[src/rtl/xfer_sequencer.sv]
// -----------------------------------------------------------------------------
// xfer_sequencer
//
// Controller for the memory-to-memory transfer datapath. It has two phases.
//  - Fill: memory A is written from DataInA, one word per accepted
//    valid/ready beat.
//  - Pairs: memory A is read two words at a time. Each pair produces one word
//    in memory B. The word is the difference when the first operand is larger,
//    and the sum otherwise.
// The datapath returns only the compare flag. Every strobe is a combinational
// decode of the present state and the inputs. The two address counters are
// the only other state.
//
// Ports
//   clock    in   rising-edge clock
//   Reset    in   asynchronous active-low reset
//   start    in   begin a transfer (sampled only in IDLE)
//   abort    in   synchronous return to IDLE, clears both counters
//   in_valid in   DataInA holds a word for memory A
//   cmp_gt   in   DOut1 > DOut2 (unsigned), from the datapath
//   in_ready out  word accepted this cycle (FILL only)
//   WEA      out  memory A write enable
//   IncA     out  AddrA advances at the next edge
//   AddrA    out  memory A address
//   ld1/ld2  out  load DOut1 / DOut2 from memory A read data
//   WEB      out  memory B write enable
//   IncB     out  AddrB advances at the next edge
//   AddrB    out  memory B address
//   sel_sub  out  1: B takes SUBOut, 0: B takes ADDOut
//   busy     out  high in every state except IDLE
//   done     out  one-cycle completion pulse
//   ps       out  present state code, for debug
// -----------------------------------------------------------------------------
module xfer_sequencer #(
  parameter int A_AW = 3,
  parameter int B_AW = 2
) (
  input  logic            clock,
  input  logic            Reset,
  input  logic            start,
  input  logic            abort,
  input  logic            in_valid,
  input  logic            cmp_gt,
  output logic            in_ready,
  output logic            WEA,
  output logic            IncA,
  output logic [A_AW-1:0] AddrA,
  output logic            ld1,
  output logic            ld2,
  output logic            WEB,
  output logic            IncB,
  output logic [B_AW-1:0] AddrB,
  output logic            sel_sub,
  output logic            busy,
  output logic            done,
  output logic [2:0]      ps
);

  // Each pair of A words produces one B word, so B must have half A's depth.
  if (B_AW != A_AW - 1) begin : g_bad_widths
    $error("xfer_sequencer: B_AW must equal A_AW-1");
  end

  typedef enum logic [2:0] {
    IDLE = 3'd0,
    FILL = 3'd1,
    RD1  = 3'd2,
    RD2  = 3'd3,
    WR   = 3'd4,
    DONE = 3'd5
  } state_t;

  localparam logic [A_AW-1:0] A_LAST = '1;
  localparam logic [B_AW-1:0] B_LAST = '1;

  state_t state_q, state_d;
  logic   clr_cnt;

  // NOTE: state and counters use non-blocking assignments, so every reader
  // sees the pre-edge value. Blocking assignments here would make the result
  // depend on process ordering.
  always_ff @(posedge clock or negedge Reset) begin
    if (!Reset) begin
      state_q <= IDLE;
      AddrA   <= '0;
      AddrB   <= '0;
    end else begin
      state_q <= state_d;
      if (clr_cnt) begin
        AddrA <= '0;
        AddrB <= '0;
      end else begin
        // Both counters wrap naturally, so no explicit reload is needed at the
        // end of a phase.
        if (IncA) AddrA <= AddrA + 1'b1;
        if (IncB) AddrB <= AddrB + 1'b1;
      end
    end
  end

  // NOTE: every output of this block gets a default value first. A path that
  // forgets one signal then yields 0 instead of an inferred latch.
  always_comb begin
    state_d  = state_q;
    clr_cnt  = 1'b0;
    in_ready = 1'b0;
    WEA      = 1'b0;
    IncA     = 1'b0;
    ld1      = 1'b0;
    ld2      = 1'b0;
    WEB      = 1'b0;
    IncB     = 1'b0;
    sel_sub  = 1'b0;
    done     = 1'b0;

    case (state_q)
      IDLE: begin
        clr_cnt = 1'b1;
        if (start) state_d = FILL;
      end
      FILL: begin
        in_ready = 1'b1;
        if (in_valid) begin
          WEA  = 1'b1;
          IncA = 1'b1;
          if (AddrA == A_LAST) state_d = RD1;
        end
      end
      RD1: begin
        ld1     = 1'b1;
        IncA    = 1'b1;
        state_d = RD2;
      end
      RD2: begin
        ld2     = 1'b1;
        IncA    = 1'b1;
        state_d = WR;
      end
      WR: begin
        WEB     = 1'b1;
        sel_sub = cmp_gt;
        IncB    = 1'b1;
        state_d = (AddrB == B_LAST) ? DONE : RD1;
      end
      DONE: begin
        done    = 1'b1;
        state_d = IDLE;
      end
      default: state_d = IDLE;  // codes 6 and 7 are unreachable
    endcase

    // Abort overrides everything. No write lands, no word is accepted, done
    // does not pulse, and the counters restart from zero.
    if (abort) begin
      state_d  = IDLE;
      clr_cnt  = 1'b1;
      in_ready = 1'b0;
      WEA      = 1'b0;
      IncA     = 1'b0;
      ld1      = 1'b0;
      ld2      = 1'b0;
      WEB      = 1'b0;
      IncB     = 1'b0;
      sel_sub  = 1'b0;
      done     = 1'b0;
    end
  end

  assign busy = (state_q != IDLE);
  assign ps   = state_q;

endmodule

[config.mk]
export PLATFORM = sky130hd
export DESIGN_NAME = xfer_sequencer
export DESIGN_NICKNAME = d
export VERILOG_FILES = /design/src/rtl/xfer_sequencer.sv
export SDC_FILE = /design/constraint.sdc
export NUM_CORES = 1
export LEC_CHECK = 0
export ABC_AREA = 1
export BUFFER_PORTS_ARGS = -buffer_cell sky130_fd_sc_hd__buf_2
export CORE_AREA = 8 8 45 47
export CTS_CLUSTER_SIZE = 30
export DETAILED_ROUTE_END_ITERATION = 16
export DIE_AREA = 0 0 53 55
export PLACE_DENSITY = 0.71
export SETUP_SLACK_MARGIN = 0.2
export SLEW_MARGIN = 20
export SYNTH_ARGS = -nofsm -noshare
export SYNTH_HDL_FRONTEND = slang
export SYNTH_SLANG_ARGS = --single-unit
[constraint.sdc]
create_clock -name clock -period 3.3 [get_ports clock]
set_input_delay 0.165 -clock clock [delete_from_list [all_inputs] [get_ports clock]]
set_output_delay 0.165 -clock clock [all_outputs]
set_load 0.02 [all_outputs]
* Word level (Yosys, flattened, before mapping) *
Cells that the tools add are included.

storage, ports and cells
  register bits after elaboration = 8
  bits of input ports = 6
  output and inout bits = 18
  word-level logic and storage cells = 50

cells by class
  add/subtract/negate cells = 2
  equality and inequality tests = 10
  multiplexer cells = 29
  reduce and logical (&&, ||, !) cells = 6

operators by type and width
  operator                                             number
  2-to-1 mux 3 bit                                     7
  2-to-1 mux 1 bit                                     18
  case mux 3 bit (5 select lines)                      1
  equality test 3 bit, second input constant           3
  inequality test 3 bit, second input constant         3
  equality test 3 x 2 -> 1 bit, second input constant  2
  2-to-1 mux 2 bit                                     2
  nonzero test 2 bit                                   2
  adder 3 x 1 -> 3 bit, second input constant          1
  equality test 3 x 1 -> 1 bit, second input constant  1
  zero test 3 bit                                      1
  AND reduction 3 bit                                  1
  nonzero test 3 bit                                   1
  adder 2 x 1 -> 2 bit, second input constant          1
  equality test 2 bit, second input constant           1
  case mux 1 bit (2 select lines)                      1
  OR reduction 2 bit                                   1

* Longest topological paths before layout *
Gate-level depths: netlist of the first run.

  depth in word-level cells = 6
  gate-level depth with buffers = 6

* Worst setup path after synthesis of the first run *
No wires, ideal clock.

  path kind = register to register
  start = register state_q[2] (netlist: ps[2])
  end = register state_q[1] (netlist: ps[1])
  setup time = 120 ps
  data arrival time = 1267 ps
  data required time = 3180 ps
  setup slack = 1913 ps
  cell stages (with the launch flop) = 7
  cells stage by stage = dfrtp_1 inv_2 nand3_1 nor2_1 nand2_1 o21ai_0 nor2_1

on the way
  cells in the longest elaborated chain, start to end = 3
  elaborated cells between the ends (all ways) = 11

RTL lines
  element                                                                   line  text
  start: declaration                                                        76    state_t state_q, state_d;
  start signal: assignment                                                  88    state_q <= state_d;
  equality test 3 bit (tied with other cells)                               116   case (state_q)
  case mux 3 bit (5 select lines) or inequality test 3 bit (tied branches)  -
  2-to-1 mux 3 bit or AND reduction 3 bit (tied branches)                   -

Several ways; a longest one is shown, not always the timed one.
A chain may end at the register's enable or synchronous reset.

* Worst setup path in the final report of the first run *
  start = register state_q[1] (netlist: ps[1])
  end = output port IncA

on the way
  cells in the longest elaborated chain, start to end = 4
  elaborated cells between the ends (all ways) = 6

RTL lines
  element                            line  text
  equality test 3 x 2 -> 1 bit       116
  OR reduction 2 bit (no line)       -
  case mux 1 bit (2 select lines) *  116
  2-to-1 mux 1 bit *                 154   if (abort) begin
  end: declaration                   46    output logic IncA,

Mark *: on every way between the ends. The rest lies on a longest branch, timed or not.

==> impl_results.md, run 1 <==
- Sw Ratio: 50.0%
- Startpoint of the worst register-to-register path: AddrA[0]$_DFFE_PN0P_
- Die height: 55 um
- R2R depth: 6
- Placed Instances: 104
- Worst r2r dst: ps[1]$_DFFE_PN0P_
- Die area: 2920 um2
- Final core utilization: 47.5%
- Clock Path Buffers: 2
- Worst Clk Skew: 0.00729 ns
- Worst-skew pair later-pin latency: 0.26 ns
- Worst hold path type: input port to flip-flop
- Routed WL: 1300 um
- Hold Startpoint: abort
- Initial Utilization: 35.9%
- Crit path time final: 1.48 ns
- TritonCTS Buffers: 3
- Rel. slew slack: 84.6%
- DR iter-0 viols: 16
- Wire per inst: 12.0 um
- Via/cell ratio: 4.86
- CTS root buffer: clkbuf_4
- Clock share of power: 15.3%
- Synthesized flop and latch total: 8
- Yosys synthesis warning count: 0
- Htree depth: 1
- Num rows: 14
- Layout area overhead: 32.2%
- CP required: 3.13 ns
- Power Internal: 249 uW
- Clk slew on worst S/H paths: 0.06 ns
- Port bufs: 23
- Remaining DRCs: 0
- Power share of the combinational group: 53.3%
- Kind of critical path: flip-flop to primary output
- Mapped cell area: 497 um2
- Layout Nets: 103
- Setup TNS: 0 ns
- Period utilisation layout: 44.8%
- Chip Width: 53 um
- Status: completed
- Routed Antenna Nets: 0
- Part of the power in registers: 31.4%
- RSZ-0062 raised after global routing: false
- Synth unique cells: 18
- Num ports: 24
- Critical path origin: ps[1]$_DFFE_PN0P_
- # setup viols final: 0
- Fill cell count: 136
- Peak supply drop: 0.000387 V
- Total inserted antenna cells: 0
- Number of max-cap violations: 0
- RePlAce Congestion: 0.758
- Lkg Pwr: 0.000408 uW
- Tightest Pin Transition: 0.231 ns
- Postcts setup bufs: 0
- Number of antenna violations at the first check in global routing: 0
- Psw: 249 uW
- DR vias: 525
- Largest net degree at the start of global routing: 9
- CP Capture Type: primary output
- Post-Synthesis Cells: 66
- F_max: 677 MHz
- HPWL after DPL: 1070 um
- Share of cells above drive strength 1: 37.0%
- CTS Sinks: 8
- Hold_ws: 0.131 ns
- CTS Hold Buffers Added: 1
- CP Launch Type: flip-flop
- Tot GR Track Use: 10.3%
- Layout Cells excl Fill: 108
- Core area: 1380 um2
- First-pass GRT wire length: 2150 um
- Syn avg cell area: 7.53 um2
- Congestion Overflow GR: 0
- R2R setup slack: 2.15 ns
- # resized after CTS: 0
- Max FO, Critical Path: 8
- Hold path cells: 2
- Worst Hold End: ps[2]$_DFFE_PN0P_
- Syn_nets: 75
- 1st-pass router iterations: 4
- CTS tree: done
- Final Hold Violating Endpoints: 0
- Vias in the first global route: 495
- CP Data Arrival Time: 1.31 ns
- Max-slew violations: 0
- PD cells: 758 nW/um2
- Register area share after synthesis: 40.3%
-- critical path, stage by stage (launching register included) --
cell	delay (ns)
dfrtp_1	0.45
nor2_1	0.16
nand4_2	0.15
nand2_2	0.13
buf_2	0.17
-- layout make-up --
cell class	count	area [um2]	share of cell area (%)
inverter	6	22.5	3.43
sequential	8	200	30.5
multi-input combinational	51	267	40.6
timing repair buffer	24	125	19.0
clock buffer	3	22.5	3.43
tap	16	20.0	3.05
-- stage by stage --
| stage | power (uW) | cell area [um2] | worst slack [ns] |
|---|---|---|---|
| 3_5_place_dp | 425 | 624 | 2.10 |
| 5_1_grt | 545 | 657 | 1.67 |
| 6_report | 498 | 657 | 1.82 |
| 2_1_floorplan | 340 | 497 | 1.91 |
| 3_3_place_gp | 422 | 624 | 2.14 |
| 4_1_cts | 505 | 657 | 1.81 |
-- metal layers --
metal / vias up / wire length, um / GRT usage (%)
met5: - / 0 / 0
met4: 0 / 25 / 7.76
met3: 4 / 139 / 4.01
met2: 19 / 585 / 15.4
met1: 230 / 551 / 11.6
li1: 272 / - / -
-- worst max-delay path by stage --
stage | endpoint | slack, ns | cells past startpoint
3_5_place_dp | IncA | 2.10 | 4
5_1_grt | IncA | 1.67 | 4
2_1_floorplan | ps[1]$_DFFE_PN0P_ | 1.91 | 6
4_1_cts | IncA | 1.81 | 4
6_report | IncA | 1.82 | 4
3_3_place_gp | IncA | 2.14 | 5
-- cell usage after synthesis, drive strengths merged --
cell type | n | area share (%)
a21oi | 2 | 2.0
nand3b | 1 | 1.5
nor3b | 1 | 1.5
or2 | 1 | 1.3
ha | 3 | 7.6
nor2 | 9 | 7.3
nand4 | 4 | 6.3
dfrtp | 8 | 40
nand2 | 20 | 16
inv | 6 | 4.5
nor3 | 1 | 1.0
o21ai | 2 | 2.0
nand3 | 7 | 7.1
buf | 1 | 1.5
-- logic make-up (layout without fill, tap and decap cells) --
| logic type | count (synthesis) | in the layout | synth area share, % |
|---|---|---|---|
| AND/OR/NAND/NOR | 44 | 44 | 42.1 |
| adder cells (fa/ha/maj) | 3 | 3 | 7.56 |
| buffers and inverters | 7 | 33 | 6.05 |
| AO/OA/AOI/OAI | 4 | 4 | 4.03 |
| flip-flops | 8 | 8 | 40.3 |
-- power by group through the flow --
stage	clock network [uW]	registers, uW	logic, uW
floorplan	0	186	153
global placement	0	155	267
detailed placement	0	157	268
CTS	79.7	156	269
global route	84.6	162	299
finish	76.3	156	265
-- placed cells by master, fill, tap and decap left out, types with 2 or more instances in the layout --
master / n
clkbuf_4: 3
inv_1: 3
nand3_1: 7
o21ai_0: 2
ha_1: 3
a21oi_1: 2
inv_2: 3
dfrtp_1: 8
nand2_2: 2
nand4_1: 3
buf_2: 23
nor2_1: 8
nand2_1: 18
-- sequential cells by signal, summed over array words and instances (netlist names) --
signal and flops:
AddrA 3, AddrB 2, ps 3
Note: power is estimated with default switching activity, not from simulation.
==> run 2, diff against run 1 <==
--- a/config.mk
+++ b/config.mk
@@ -7,11 +7,11 @@
 export LEC_CHECK = 0
 export ABC_AREA = 1
 export BUFFER_PORTS_ARGS = -buffer_cell sky130_fd_sc_hd__buf_2
-export CORE_AREA = 8 8 45 47
+export CORE_MARGIN = 8
+export CORE_UTILIZATION = 38
 export CTS_CLUSTER_SIZE = 30
 export DETAILED_ROUTE_END_ITERATION = 16
-export DIE_AREA = 0 0 53 55
-export PLACE_DENSITY = 0.71
+export PLACE_DENSITY = 0.75
 export SETUP_SLACK_MARGIN = 0.2
 export SLEW_MARGIN = 20
 export SYNTH_ARGS = -nofsm -noshare
==> constraint.sdc (replaced) <==
create_clock -name clock -period 1.2 [get_ports clock]
set_input_delay 0.06 -clock clock [delete_from_list [all_inputs] [get_ports clock]]
set_output_delay 0.06 -clock clock [all_outputs]
set_load 0.02 [all_outputs]
==> impl_results.md, run 2 (same netlist as run 1, synthesis figures left out) <==
- Rel. slew slack: 84.3%
- HPWL after DPL: 1150 um
- Remaining DRCs: 0
- Die height: 52.2 um
- RePlAce Congestion: 0.741
- TritonCTS Buffers: 3
- Commonest non-fill, non-tap cell in the layout: buf_6
- Total inserted antenna cells: 0
- Clk slew on worst S/H paths: 0.07 ns
- DR vias: 639
- Worst hold path type: input port to flip-flop
- Die area: 2720 um2
- Tot GR Track Use: 13.3%
- Most used cell, CP: buf_6
- Period utilisation layout: 112%
- Chip Width: 52.2 um
- Vias in the first global route: 639
- Share of cells above drive strength 1: 71.4%
- CP cell instances: buf_6 -> nor2_4 -> nand2_2 -> buf_6
- Layout Nets: 115
- Fill cell count: 85
- Layout area overhead: 103%
- CP Launch Type: flip-flop
- DR iter-0 viols: 17
- Tightest Pin Transition: 0.234 ns
- CP required: 1.14 ns
- Number of antenna violations at the first check in global routing: 0
- Initial Utilization: 39.7%
- Largest net degree at the start of global routing: 9
- Max FO, Critical Path: 6
- Num ports: 24
- Wire per inst: 16.2 um
- Final Hold Violating Endpoints: 0
- CTS Sinks: 8
- Port bufs: 23
- Max-slew violations: 0
- Peak supply drop: 0.00114 V
- Kind of critical path: flip-flop to primary output
- Area after DPL: 691 um2
- Worst-skew pair later-pin latency: 0.26 ns
- Setup WS post-layout: -0.149 ns
- CP peak stage delay: 0.49 ns
- Worst path slowest cell: dfrtp_2
- Clock Path Buffers: 2
- Num rows: 13
- Via/cell ratio: 5.33
- CTS root buffer: clkbuf_4
- Failing checks: setup timing
- CP Capture Type: primary output
- # setup viols final: 12
- 1st-pass router iterations: 4
- RSZ-0062 raised after global routing: true
- First-pass GRT wire length: 2800 um
- Final core utilization: 80.3%
- CTS tree: done
- Commonest non-fill, non-tap cells in the layout: buf_6, nand2_1, buf_2
- Htree depth: 1
- CP Data Arrival Time: 1.29 ns
- Crit path time final: 1.35 ns
- Final instance area: 1010 um2
- PD cells: 2160 nW/um2
- Worst Clk Skew: 0.0136 ns
- Number of max-cap violations: 0
- Congestion Overflow GR: 0
- Routed WL: 1950 um
- Lkg Pwr: 0.000503 uW
- Routed Antenna Nets: 0
- F_max: 741 MHz
- Status: finished, violations left
- Core area: 1250 um2
[run 2: path summary, 6_finish.rpt]
kind | startpoint | to | slack (ns) | cells after the start
setup / recovery | ps[1]$_DFFE_PN0P_ | busy | -0.15 | 4
max in group asynchronous | Reset | AddrA[1]$_DFFE_PN0P_ | 0.83 | 2
hold reg to reg | AddrA[0]$_DFFE_PN0P_ | AddrA[0]$_DFFE_PN0P_ | 0.55 | 3
min in group asynchronous | Reset | ps[0]$_DFFE_PN0P_ | 0.17 | 2
setup reg to reg | ps[1]$_DFFE_PN0P_ | ps[1]$_DFFE_PN0P_ | -0.09 | 7
hold / removal | abort | ps[2]$_DFFE_PN0P_ | 0.09 | 2
[run 2: layer usage]
layer  part of all wire, %  vias to the layer above  track usage (%)
met3                   5.8                        5             3.42
met2                    49                       23             21.8
li1                      -                      295                -
met1                    42                      316             15.0
met4                   2.3                        0             8.19
met5                     0                        -                0
[run 2: metrics by stage]
step	power, uW	TNS [ns]	hold slack [ns]	cells	worst slack (ns)
floorplan	1070	0	-0.236	66	0.0505
global placement	1300	0	-0.0890	103	0.0450
detailed placement	1320	0	-0.0841	103	0.0416
CTS	1780	-0.519	0.0632	116	-0.0903
global route	2300	-1.50	0.0887	120	-0.172
finish	2170	-1.04	0.0865	120	-0.149
[run 2: what timing repair did]
action / CTS / global route
gates resized for setup: 23 / 31
pin swaps: 1 / 7
endpoints found under the hold margin: 8 / 0
buffers inserted: 8 / 4
endpoints found under the setup margin: 17 / 21
hold buffers: 1 / 0
[run 2: worst max-delay path, delay by kind of cell, from the launching register on]
family        cells  cell delay (ns)
buf+inv           2             0.30
flops             1             0.49
simple gates      2             0.24
[run 2: cell type report]
type	instances	area, um2	share of cell area, %
sequential	8	206	20.5
tap	15	18.8	1.87
clock buffer	4	26.3	2.61
multi-input combinational	51	424	42.2
timing repair buffer	36	298	29.6
inverter	6	32.5	3.23
[run 2: power breakdown]
group | switching (uW) | total, uW | internal [uW] | leakage [uW]
sequential | 124 | 476 | 352 | 0.000101
clock | 103 | 231 | 128 | 0.0000150
combinational | 817 | 1460 | 647 | 0.000387
